==> src/rtl/serial_add_pkg.sv <==
// Shared definitions for the bit-serial add/subtract unit.
//   state_e  : FSM state encoding (StIdle/StRun/StDone)
//   ModeAdd / ModeSub : values of the sub request input
//   clog2    : ceiling log2, used to size the bit counter
package serial_add_pkg;

  typedef enum logic [1:0] {
    StIdle = 2'd0,
    StRun  = 2'd1,
    StDone = 2'd2
  } state_e;

  localparam logic ModeAdd = 1'b0;
  localparam logic ModeSub = 1'b1;

  function automatic int unsigned clog2(input int unsigned value);
    int unsigned r;
    r = 0;
    for (int unsigned i = 0; i < 32; i++) begin
      if ((64'd1 << i) < 64'(value)) r = i + 1;
    end
    return r;
  endfunction

endpackage

==> src/rtl/fa_bit.sv <==
// Combinational 1-bit full adder.
//   a, b, cin : addend bits and carry in
//   s, cout   : sum bit and carry out
module fa_bit (
  input  logic a,
  input  logic b,
  input  logic cin,
  output logic s,
  output logic cout
);

  assign s    = a ^ b ^ cin;
  assign cout = (a & b) | (cin & (a ^ b));

endmodule

==> src/rtl/serial_adder_n.sv <==
// Bit-serial add/subtract unit. Latches two WIDTH-bit operands on start, resolves one bit per
// clock LSB-first through a single full-adder cell and a carry flop, then pulses done.
//   clk, rst        : clock and synchronous active-high reset
//   start, sub      : request and mode (0 = a+b, 1 = a-b), sampled in idle only
//   a, b            : operands, sampled with start
//   busy            : high while bits are being processed
//   done            : one-cycle pulse when the result becomes valid
//   sum, cout, ovf  : result, final carry (sub: 1 = no borrow), two's-complement overflow
module serial_adder_n
  import serial_add_pkg::*;
#(
  parameter int unsigned WIDTH = 8
) (
  input  logic             clk,
  input  logic             rst,
  input  logic             start,
  input  logic             sub,
  input  logic [WIDTH-1:0] a,
  input  logic [WIDTH-1:0] b,
  output logic             busy,
  output logic             done,
  output logic [WIDTH-1:0] sum,
  output logic             cout,
  output logic             ovf
);

  // One extra bit so WIDTH=1 still gets a non-zero-width counter.
  localparam int unsigned       CntW    = clog2(WIDTH + 1);
  localparam logic [CntW-1:0]   LastCnt = CntW'(WIDTH - 1);

  state_e           state_q, state_d;
  logic [WIDTH-1:0] a_q, a_d;
  logic [WIDTH-1:0] b_q, b_d;
  logic [WIDTH-1:0] sum_q, sum_d;
  logic [CntW-1:0]  cnt_q, cnt_d;
  logic             carry_q, carry_d;
  logic             busy_q, busy_d;
  logic             done_q, done_d;
  logic             cout_q, cout_d;
  logic             ovf_q, ovf_d;
  logic             fa_s, fa_c;

  fa_bit u_fa (
    .a    (a_q[0]),
    .b    (b_q[0]),
    .cin  (carry_q),
    .s    (fa_s),
    .cout (fa_c)
  );

  always_comb begin
    state_d = state_q;
    a_d     = a_q;
    b_d     = b_q;
    sum_d   = sum_q;
    cnt_d   = cnt_q;
    carry_d = carry_q;
    busy_d  = busy_q;
    done_d  = done_q;
    cout_d  = cout_q;
    ovf_d   = ovf_q;
    unique case (state_q)
      StIdle: begin
        if (start) begin
          // Subtraction is a + ~b + 1: invert b and seed the carry with 1.
          a_d     = a;
          b_d     = (sub == ModeSub) ? ~b : b;
          carry_d = (sub == ModeSub);
          cnt_d   = '0;
          busy_d  = 1'b1;
          state_d = StRun;
        end
      end
      StRun: begin
        // Result bits enter at the MSB; after WIDTH shifts bit 0 sits at position 0.
        sum_d   = (sum_q >> 1) | (WIDTH'(fa_s) << (WIDTH - 1));
        a_d     = a_q >> 1;
        b_d     = b_q >> 1;
        carry_d = fa_c;
        cnt_d   = cnt_q + CntW'(1);
        if (cnt_q == LastCnt) begin
          cout_d  = fa_c;
          // carry_q here is the carry into the MSB.
          ovf_d   = carry_q ^ fa_c;
          busy_d  = 1'b0;
          done_d  = 1'b1;
          state_d = StDone;
        end
      end
      StDone: begin
        done_d  = 1'b0;
        state_d = StIdle;
      end
      default: begin
        busy_d  = 1'b0;
        done_d  = 1'b0;
        state_d = StIdle;
      end
    endcase
  end

  always_ff @(posedge clk) begin
    if (rst) begin
      state_q <= StIdle;
      a_q     <= '0;
      b_q     <= '0;
      sum_q   <= '0;
      cnt_q   <= '0;
      carry_q <= 1'b0;
      busy_q  <= 1'b0;
      done_q  <= 1'b0;
      cout_q  <= 1'b0;
      ovf_q   <= 1'b0;
    end else begin
      state_q <= state_d;
      a_q     <= a_d;
      b_q     <= b_d;
      sum_q   <= sum_d;
      cnt_q   <= cnt_d;
      carry_q <= carry_d;
      busy_q  <= busy_d;
      done_q  <= done_d;
      cout_q  <= cout_d;
      ovf_q   <= ovf_d;
    end
  end

  assign busy = busy_q;
  assign done = done_q;
  assign sum  = sum_q;
  assign cout = cout_q;
  assign ovf  = ovf_q;

endmodule

==> config.mk <==
export PLATFORM = sky130hd
export DESIGN_NAME = serial_adder_n
export DESIGN_NICKNAME = d
export VERILOG_FILES = /design/src/rtl/serial_add_pkg.sv /design/src/rtl/fa_bit.sv /design/src/rtl/serial_adder_n.sv
export SDC_FILE = /design/constraint.sdc
export NUM_CORES = 1
export LEC_CHECK = 0
export ABC_AREA = 0
export BUFFER_PORTS_ARGS = -buffer_cell sky130_fd_sc_hd__buf_2
export CAP_MARGIN = 5
export CORE_MARGIN = 2
export CORE_UTILIZATION = 50
export DETAILED_ROUTE_END_ITERATION = 12
export PLACE_DENSITY = 0.75
export SETUP_SLACK_MARGIN = 0.3
export SYNTH_ARGS = -nofsm -noshare
export SYNTH_HDL_FRONTEND = slang
export SYNTH_SLANG_ARGS = --single-unit
==> constraint.sdc <==
create_clock -name clk -period 1.5 [get_ports clk]
set_clock_uncertainty 0.1 [all_clocks]
set_input_delay 0.3 -clock clk [delete_from_list [all_inputs] [get_ports clk]]
set_output_delay 0.3 -clock clk [all_outputs]
set_load 0.05 [all_outputs]
# After elaboration in Yosys (flattened, before gate mapping)
# Cells that the tools add are included.
# Widths: inputs -> output; s select.
[op_classes]
n_eq_ne = 5
n_reduce_logical = 7
add_sub_neg = 1
bitwise_logic = 10
muxes = 17
[ops]
columns = ["op", "n"]
rows = [
  ["$pmux 8 s2", 2],
  ["$mux 8", 3],
  ["$not 8->8", 1],
  ["$or 7x8->8", 1],
  ["$pmux 4 s2", 1],
  ["$reduce_and 2->1", 4],
  ["$add 4x1->4 const B", 1],
  ["$eq 4x3->1 const B", 1],
  ["$mux 1", 4],
  ["$mux 2", 2],
  ["$mux 4", 1],
  ["$ne 2x2->1 const B", 2],
  ["$pmux 1 s2", 2],
  ["$pmux 2 s2", 1],
  ["$pmux 1 s3", 1],
  ["$reduce_and 3->1", 1],
  ["$xor 1x1->1", 3],
  ["$and 1x1->1", 2],
  ["$eq 2x1->1 const B", 1],
  ["$eq 2x2->1 const B", 1],
  ["$logic_not 2->1", 1],
  ["$not 1->1", 2],
  ["$reduce_bool 2->1", 1],
  ["$or 1x1->1", 1],
]
[word_totals]
out_inout_bits = 12
input_bits = 20
word_cells = 50
regBits = 35

# Logic depth before layout (Yosys ltp)
# Gate-level depths: netlist of the first run.
[logic_depth]
ltp_word = 4
mapped_depth = 5
depth_no_buf = 4

# Hierarchy
# A second synthesis of the first run with hierarchy kept.
[unflattened]
cells_unflattened = 176
hier_area_um2 = 1590.3
[modules_own_cells]
columns = ["mod", "area_each_um2", "cells_each", "n_inst", "seq_area_each_um2"]
rows = [
  ["serial_adder_n", 1570.3, 175, 1, 700.7],
  ["fa_bit", 20.0, 1, 1, 0.0],
]

# Worst setup path before layout of the first run
# Ideal clock, no wire load.
[synth_timing]
kind = "register to register"
startpoint = "register carry_q"
endpoint = "register ovf_q (netlist: ovf)"
t_arrival_ps = 1141
synth_period_minus_slack_ps = 1332
required_time_ps = 1309
path_buffers = 0
stages_incl_launch_ff = 4
setup_time_ps = 91
path_slack_ps = 168
cell_sequence = "dfxtp_1 fa_1 xnor2_1 a311oi_1"
[synth_via]
elab_chain_len = 3
[synth_rtl]
columns = ["element", "line_no", "rtl"]
rows = [
  ["start, declared", "serial_adder_n.sv:36", "logic carry_q, carry_d;"],
  ["start signal, assigned", "serial_adder_n.sv:120", "carry_q <= carry_d;"],
  ["$and 1x1->1", "fa_bit.sv:13", "assign cout = (a & b) | (cin & (a ^ b));"],
  ["$or 1x1->1", "fa_bit.sv:13", ""],
  ["named net fa_c", "serial_adder_n.sv:41", "logic fa_s, fa_c;"],
  ["$xor 1x1->1", "serial_adder_n.sv:84", "ovf_d = carry_q ^ fa_c;"],
  ["end signal, assigned", "serial_adder_n.sv:124", "ovf_q <= ovf_d;"],
  ["end, declared", "serial_adder_n.sv:40", "logic ovf_q, ovf_d;"],
]
# The timed path passes the listed nets, and every way through them passes these cells.
# A chain may end at the register's enable or synchronous reset.

# Final worst setup path of the first run
[layout_timing]
startpoint = "register state_q[0]"
endpoint = "register busy_q (netlist: busy)"
[layout_via]
elab_chain_len = 3
word_cells_on_any_way = 8
classes_between = "eq/ne (4); mux (1); bitwise (1); reduce/logical (2)"
[layout_rtl]
columns = ["element", "line_no", "rtl"]
rows = [
  ["start, declared", "serial_adder_n.sv:31", "state_e state_q, state_d;"],
  ["start signal, assigned", "serial_adder_n.sv:104", "state_q <= StIdle;"],
  ["start signal, assigned", "serial_adder_n.sv:115", "state_q <= state_d;"],
  ["$eq 2x1->1 (tied with other cells)", "serial_adder_n.sv:62", "unique case (state_q)"],
  ["$ne 2x2->1 (no source line) or $not 1->1 (tied branches)", "n/a", ""],
  ["$reduce_and 3->1 (no source line)", "n/a", ""],
  ["end signal, assigned", "serial_adder_n.sv:121", "busy_q <= busy_d;"],
  ["end, declared", "serial_adder_n.sv:37", "logic busy_q, busy_d;"],
]
# Several ways; a longest one is shown, not always the timed one.

==> results.md, run 1 <==
Logic synthesis:
- The proportion of register bits with asynchronous set or reset after synthesis is 0%.
- The most used standard cell by instance count after synthesis is sky130_fd_sc_hd__dfxtp_1.
- After synthesis the cells add up to 1570 µm².
- By area the synthesized netlist is led by sky130_fd_sc_hd__dfxtp_1, sky130_fd_sc_hd__a21oi_1, sky130_fd_sc_hd__a22oi_1.
- During synthesis, Yosys emitted a total of 0 warnings.
- The average instance in the mapped netlist occupies 8.94 µm².
- The share of cell area taken by muxes after synthesis is less than 1%.
- The share of the synthesized netlist area taken by xor and xnor gates is under 10%.
- The area share of the largest cell type after synthesis is about 45%.
- In this run, synthesis inferred 0 flip-flops with an integrated enable.
- The number of register bits inferred by synthesis is 35.
- Of the synthesized area, sequential elements account for around 45%.
- After synthesis, the largest family of logic cells by area is simple AND/OR/NAND/NOR gates.
- sky130_fd_sc_hd__dfxtp_1 takes more of the synthesized area than any other cell.
- Synthesis produced a netlist with a net count of 197.
- The fraction of the mapped netlist area in compound gates is 18.6%.
- Of the total synthesized cell area, the portion taken by AND, OR, NAND and NOR gates is 23.8%.
- Summing the areas of all fa, ha and maj instances in the mapped netlist gives roughly 2.1% of the synthesized area.
- The number of standard cells after synthesis is approximately 180.
- The main flop type after synthesis is sky130_fd_sc_hd__dfxtp_1.
- After synthesis, the netlist uses 33 different library cells.
- Counting instances in the post-synthesis netlist gives the leading cell types as sky130_fd_sc_hd__dfxtp_1, sky130_fd_sc_hd__a21oi_1, sky130_fd_sc_hd__nand2_1, sky130_fd_sc_hd__nor2_1.

Worst setup path:
- The launching point of the worst reg2reg path is state_q[0].
- The terminus of the critical flop-to-flop path is busy.
- The buffering stage count on the worst path with inverters included is 1.
- The worst reg2reg path depth is 4.
- The signal on the critical path passes through nor3b_4 > buf_6 > nor2_1 > nor3_1.
- The largest individual stage delay along the critical path comes from the cell sky130_fd_sc_hd__dfxtp_4.
- The largest driver fanout on the critical path is 6.
- The worst stage delay on the critical path is 0.41 ns.
- Grouping stages by cell kind, the critical path spends the most delay in simple AND/OR/NAND/NOR gates.
- The class of the most critical setup path is flop to flop.
- The slack of the worst reg-to-reg path is 0.14 ns.
- The kind of end point of the critical path is a flop.
- At the worst endpoint, the required time is 1.66 ns.
- For the worst setup path, the data arrival time is 1.52 ns.
- The worst setup path is launched from a flop.

Timing:
- For the finished layout, the period the worst path requires is 1.36 ns.
- The final number of max-transition violations is 0.
- The achievable clock frequency is 0.734 GHz.
- At the pin with the least slew margin, the transition time is 0.349 ns.
- Setup slack closes at 0.137 ns.
- Setup repair after global routing could not meet its margin everywhere.
- The post-route setup TNS is 0 ns.
- The worst pin sits at a relative slew slack of 76.7%.
- The part of the cycle the worst path needs is 90.9%.
- The final number of hold-violating endpoints is 0.
- Final hold analysis gives a worst-case slack of 0.132 ns.
- Setup violations remaining at the end of the flow were counted as 0.

Global routing:
- The number of global-route vias before repair is around 1500.
- Entering global routing, the biggest net connects 15 pins.
- The number of antenna violations at the first check in global routing came to 0.
- The total overflow left after global routing is 0.
- The first global-routing pass estimated 6.48 mm of wire.
- Global routing used about a quarter of the available tracks.

Finish:
- The area growth from synthesis to layout is 51.3%.
- The end-of-flow core utilization is between 70% and 80%.
- The number of antenna diodes in the final layout is 0.
- Once layout is done, the placed cells without fillers occupy 2370 µm².
- The share of post-route cells with drive strength above 1 is around 53%.
- For this run, the post-layout net count is 253.
- The non-filler instance count after layout is between 200 and 300.

Die:
- The initial core utilization is 52.1%.
- The floorplan step defined a die boundary enclosing approximately 3600 µm².
- From left edge to right edge, the die measures 60.0 µm.
- Row generation in the floorplan step produced 20 rows.
- After floorplanning, the core was sized to cover 3000 µm².
- Measured along the y axis, the die boundary spans approximately 60 µm.
- The number of I/O pins is 32.

Route:
- The ratio of routed vias to standard cells is 5.79.
- The final layout contains routed wiring with a total length of between 4 and 5 mm.
- Before antenna repair, the detailed router went through 4 iterations.
- The first routing iteration left approximately 100 violations.
- Dividing the detail-routed wire length by the instance count gives approximately 18 µm.
- The number of nets with antenna violations after routing is 0.
- The DRC violation count after routing is 0.
- The total number of vias is 1534.

Hold path:
- The min-delay analysis places its worst path in the category primary input to flop.
- Along the worst hold path, the cell count comes to 3.
- The worst hold path startpoint is a[7].
- The worst-case hold path end point is a_q[7].

CTS:
- The clock latency on the worst-skew pair is 0.34 ns.
- The number of hold buffers added after CTS was 0.
- The clock passes through at most 2 buffers.
- The clock tree from TritonCTS is built.
- The clock root buffer is sky130_fd_sc_hd__clkbuf_4.
- TritonCTS created 5 clock buffers.
- The number of sinks on the clock net is 35.
- After clock tree synthesis, the clock-pin slew on the worst setup and hold paths is 0.11 ns.
- The clock tree synthesis step divided the H-tree into 2 levels.

Place:
- The half-perimeter wire length of the detailed placement result is 2.43 mm.
- The number of buffer cells added on primary ports is 31.
- The global placer's final weighted congestion is 0.781.
- Timing analysis after detailed placement gives a worst setup slack of between 0.05 and 0.06 ns.
- After detailed placement, the total cell area comes to 1800 µm².
- After detailed placement, the design holds a cell count of 236.

Run status:
- The flow ran to the end, and the final reports show no timing, DRC or antenna violations.

Pwr:
- The total power is 2.20 mW.
- The leakage power total is 0.953 nW.
- Dividing total power by cell area gives a power density of between 900 and 1000 nW/µm².
- IR analysis of the VDD net gives a maximum drop of 0.000769 V.

Job:
- The max capacitance violation total is 0.
layer usage:
layer  global-route usage (%)  part of all wire (%)  vias up
li1                         -                     -      726
met1                     27.7                    38      740
met2                     45.3                    53       48
met3                     6.49                   4.1       20
met4                     6.35                   4.0        0
met5                        0                     0        -
how the worst max path moves through the flow:
| stage | from | end | cells after the start |
|---|---|---|---|
| 5_1_grt | state_q[0] | busy | 4 |
| 4_1_cts | state_q[0] | a_q[2] | 4 |
| 2_1_floorplan | a_q[0] | carry_q | 4 |
| 3_3_place_gp | start | cnt_q[3] | 4 |
| 6_report | state_q[0] | busy | 4 |
| 3_5_place_dp | state_q[0] | ovf | 4 |
power breakdown:
part / leakage, nW / total [mW] / internal [mW] / switching [mW]
Combinational: 0.610 / 0.467 / 0.238 / 0.229
Sequential: 0.295 / 1.02 / 0.980 / 0.0428
Clock: 0.0482 / 0.712 / 0.394 / 0.318
Total: 0.953 / 2.20 / 1.61 / 0.590
cells by family (layout without fill, tap and decap cells):
logic type               after synthesis  in the layout
AND/OR/NAND/NOR                       69             69
AO/OA/AOI/OAI                         45             46
flip-flops                            35             35
buffers and inverters                 14             70
XOR/XNOR                               9              9
adder cells (fa/ha/maj)                2              2
multiplexers                           1              1
worst min-delay path, stage by stage:
cell	delay, ns
sky130_fd_sc_hd__buf_2	0.09
sky130_fd_sc_hd__a22oi_2	0.05
sky130_fd_sc_hd__nor2_1	0.10
area by class of cell:
cell class              count  area [µm²]
clock inverters             2        35.0
clock buffers               6        51.3
fillers                   173         634
repair buffers             62         556
well taps                  33        41.3
multi-input cells         127         955
flip-flops and latches     35         731
layout by cell type, fill, tap and decap left out, types with 2 or more instances in the layout:
master                     count
sky130_fd_sc_hd__nand2b_1      7
sky130_fd_sc_hd__a22oi_2       2
sky130_fd_sc_hd__or3b_4        6
sky130_fd_sc_hd__nor3_2        5
sky130_fd_sc_hd__buf_6         6
sky130_fd_sc_hd__xnor2_1       8
sky130_fd_sc_hd__nor2_1       16
sky130_fd_sc_hd__a21oi_2       9
sky130_fd_sc_hd__a22oi_1       8
sky130_fd_sc_hd__buf_4        24
sky130_fd_sc_hd__nand2_1      16
sky130_fd_sc_hd__dfxtp_1      17
sky130_fd_sc_hd__clkbuf_4      5
sky130_fd_sc_hd__dfxtp_2      15
sky130_fd_sc_hd__buf_8        11
sky130_fd_sc_hd__a21oi_1      11
sky130_fd_sc_hd__dfxtp_4       3
sky130_fd_sc_hd__buf_2        19
sky130_fd_sc_hd__nor3_1        6
sky130_fd_sc_hd__or3b_1        2
sky130_fd_sc_hd__nand2b_4      3
sky130_fd_sc_hd__o22ai_1       7
repair_timing:
item,in CTS,in global routing
gates cloned,2,0
resized for setup,66,26
buffers inserted,14,5
pin swaps,17,20
setup endpoints to repair,44,45
endpoints found under the hold margin,0,0
registers in the layout, indices dropped and copies added (netlist names):
register  cells
sum           8
busy          1
ovf           1
state_q       2
done          1
b_q           8
cnt_q         4
a_q           8
carry_q       1
cout          1
Note: power is estimated with default switching activity, not from simulation.
==> run 2, diff against run 1 <==
GPL_TIMING_DRIVEN = 1   (was unset)
SYNTH_HIERARCHICAL = 1   (was unset)
==> run 2 against run 1 <==
Compared with the run above: register-to-register slack improved by 0.02 ns; highest routed layer unchanged; cell area is 1.7% higher; die area increased by 1.5%; cell count rose by 4.5%; critical path depth unchanged; maximum frequency rose by 1.2%; flip-flop and latch count unchanged; synthesized cell count up 0.57%.
==> results.md, run 2 <==
Run status:
- The run finished with clean final reports.

Hold path:
- The type of the worst min-delay path is primary input to flop.

Logic synthesis:
- The number of flops mapped to enable cells by yosys is 0.
- The area share of the largest cell type after synthesis is roughly 44%.
- In the post-synthesis netlist, the cell with the most instances is sky130_fd_sc_hd__dfxtp_1.
- The fraction of the yosys area taken by sequential cells is 44.1%.
- By area the synthesized netlist is led by sky130_fd_sc_hd__dfxtp_1, sky130_fd_sc_hd__a21oi_1, sky130_fd_sc_hd__a22oi_1.
- The number of nets handed over by synthesis was approximately 200.
- During synthesis, Yosys emitted a total of 6 warnings.
- The number of different library cells used by synthesis comes to 35.
- The biggest area contributor in the post-synthesis netlist is sky130_fd_sc_hd__dfxtp_1.
- By count the netlist is led by sky130_fd_sc_hd__dfxtp_1, sky130_fd_sc_hd__a21oi_1, sky130_fd_sc_hd__nand2_1, sky130_fd_sc_hd__nor2_1, sky130_fd_sc_hd__nand2b_1.
- The main flop type after synthesis is sky130_fd_sc_hd__dfxtp_1.
- Of all flip-flops after synthesis, the portion carrying an async set or reset was 0%.
- The number of register bits inferred by synthesis is 35.
- The average footprint of a synthesized cell is 9.04 µm².
- The number of standard cells after synthesis is 176.
- After synthesis the cells add up to between 1500 and 2000 µm².

Route:
- The total number of vias is 1485.
- The first routing iteration left 77 violations.
- For this run, the detailed router's first-pass iteration total came to 4.
- The DRC violation count after routing is 0.
- Dividing the detail-routed via count by the number of cells gives 5.36.
- After detailed routing, the average wire length per cell comes to 16.0 µm.
- Once detail routing completed, the nets flagged for antenna violations numbered 0.
- The final layout contains routed wiring with a total length of roughly 4.4 mm.

Global routing:
- The number of antenna violations at the first check in global routing is 0.
- The number of global-route vias before repair is 1505.
- Entering global routing, the biggest net connects 14 pins.
- The global-route congestion overflow total is 0.
- The global-route wire length before repair is roughly 7 mm.
- The global-route usage over all layers is around 26%.

Timing:
- Measured against its own limit, the worst slew margin works out to 81.3%.
- The final critical delay including setup and external delays is 1.35 ns.
- In the finished design, the share of the clock period the worst path needs comes to between 80 and 90%.
- The achievable clock frequency is 0.743 GHz.
- The post-route setup TNS is 0 ns.
- The final number of hold-violating endpoints was 0.
- Setup slack closes at 0.154 ns.
- The setup violation total in the final timing report is 0.
- The slew of the pin with the lowest slew margin is 0.280 ns.
- The final number of max-transition violations is 0.
- The worst hold slack across all endpoints is between 0.1 and 0.15 ns.
- Setup repair after global routing could not meet its margin everywhere.

Place:
- The global placer's final weighted congestion is 0.816.
- The number of buffer cells added on primary ports is 31.
- In this run the cell area measured after placement is 1790 µm².
- Prior to clock tree synthesis, the placed netlist has a worst setup slack of 0.0589 ns.
- Summed over all nets, the half-perimeter wirelength after detailed placement is 2.31 mm.

CTS:
- The number of sinks on the clock net is 35.
- Clock tree synthesis selected as its root buffer the cell sky130_fd_sc_hd__clkbuf_4.
- Clock-pin slew was measured on the worst setup and hold paths at 0.11 ns.
- Counting the buffers created by CTS gives 5.
- The clock tree from TritonCTS is built.
- The clock tree synthesis step divided the H-tree into 2 levels.
- The clock passes through at most 2 buffers.
- At the later pin of the worst-skew pair, clock insertion delay measures between 0.3 and 0.4 ns.

Die:
- The initial utilization of the core area, before any placement, comes to 52.5%.
- The die covers approximately 3600 µm².
- The die is approximately 60 µm tall.
- The die width is between 60 and 70 µm.
- During I/O placement, the number of pins put on the boundary was 32.
- The site row count is 20.
- The total area inside the core boundary comes to 3030 µm².

Finish:
- The number of nets in the final layout is 254.
- In the layout the commonest cells are sky130_fd_sc_hd__buf_4, sky130_fd_sc_hd__buf_2, sky130_fd_sc_hd__dfxtp_1, sky130_fd_sc_hd__nor2_1, sky130_fd_sc_hd__dfxtp_2.
- Cells with a size suffix above 1 make up 56.2% of the layout.
- The final-layout fill cell count is 167.
- The sequential cells in the finished layout cover a total of 727 µm².
- The area growth from synthesis to layout is 51.5%.
- The most common cell after layout, fill and taps aside is sky130_fd_sc_hd__buf_4.
- The area of the multi-input gates is 1010 µm².
- The number of antenna diodes in the final layout is 0.
- With fillers left out, the area of the finished cells amounts to around 2400 µm².

Worst setup path:
- The endpoint of the most critical setup path is carry_q.
- The critical path is of the flop to flop type.
- The worst setup path is captured at a flop.
- STA puts the critical path data required time at 1.63 ns.
- The largest driver fanout on the critical path is 6.
- The launching instance or port of the critical path is state_q[0].
- The slack of the worst reg-to-reg path is roughly 0.15 ns.
- The terminus of the critical flop-to-flop path is carry_q.
- In this run the critical register-to-register path is launched from state_q[0].
- The number of cells on the worst reg-to-reg path is 4.
- The worst path arrival time is 1.48 ns.
- STA classifies the critical path startpoint as a flop.

Pwr:
- The power per cell area is 865 nW/µm².
- The leakage power total is 0.981 nW.
- Across the VDD grid, the largest voltage drop is a little under 0.0006 V.

Job:
- The max capacitance violation total is 0.
## run 2: changes by cell type after synthesis, sizes merged, moves of 2 or more
cell    change
clkbuf      +3
buf         -3
nor3        -2
or2b        +3
a21oi       -2
mux2i       +2
## run 2: repair_timing
| action | CTS | global route |
|---|---|---|
| pin swaps | 26 | 28 |
| resized for setup | 68 | 46 |
| gates cloned | 3 | 0 |
| hold buffers | 0 | 0 |
| buffers inserted | 17 | 3 |
| setup endpoints to repair | 46 | 47 |
## run 2: area by class of cell
cell class | count | area share, %
repair buffers | 63 | 22.9
well taps | 44 | 2.28
flip-flops and latches | 35 | 30.2
clock buffers | 8 | 2.86
multi-input cells | 127 | 41.7
## run 2: worst min path at each step
stage | start | cells after the start | endpoint
final | a[7] | 3 | a_q[7]
after global placement | sum[0] | 2 | sum[0]
after detailed placement | sum[3] | 2 | sum[2]
after CTS | a[7] | 3 | a_q[7]
after global routing | b[5] | 3 | b_q[5]
after floorplan | a[7] | 2 | a_q[7]
## run 2: cell families (layout without fill, tap and decap cells)
logic type,count (synthesis),in the layout,share of synthesized area (%)
and+or+nand+nor,72,72,25.8
AOI/OAI and AO/OA,41,41,16.1
DFF,35,35,44.1
buffers and inverters,14,71,5.11
xor gates and xnor gates,9,9,4.96
muxes,3,3,1.97
adders and majority gates,2,2,2.05
## run 2: layer usage
metal  track usage [%]  vias to the layer above  share of wire, %
met5                 0                        -                 0
met2              46.4                       49                53
met1              29.1                      704                40
met3              6.82                       10               4.7
met4              9.21                        0               2.2
li1                  -                      722                 -
## run 2: power by group
group	internal, mW	switching (mW)	leakage (nW)
logic	0.244	0.223	0.648
registers	0.982	0.0478	0.294
clock network	0.276	0.313	0.0386
## run 2: per-stage QoR
stage	utilization [%]	instances	total power, mW
2_1_floorplan	-	176	1.26
6_report	79.6	277	2.09
3_5_place_dp	59.2	246	1.33
5_1_grt	79.6	277	2.18
3_3_place_gp	59.2	246	1.32
4_1_cts	72.9	274	2.01
## run 2: worst max-delay path, cell delays in order, from the launching register on
cell                      delay [ns]
sky130_fd_sc_hd__dfxtp_4        0.40
sky130_fd_sc_hd__buf_4          0.15
sky130_fd_sc_hd__or3b_1         0.39
sky130_fd_sc_hd__a21oi_2        0.14
sky130_fd_sc_hd__nor3_1         0.05
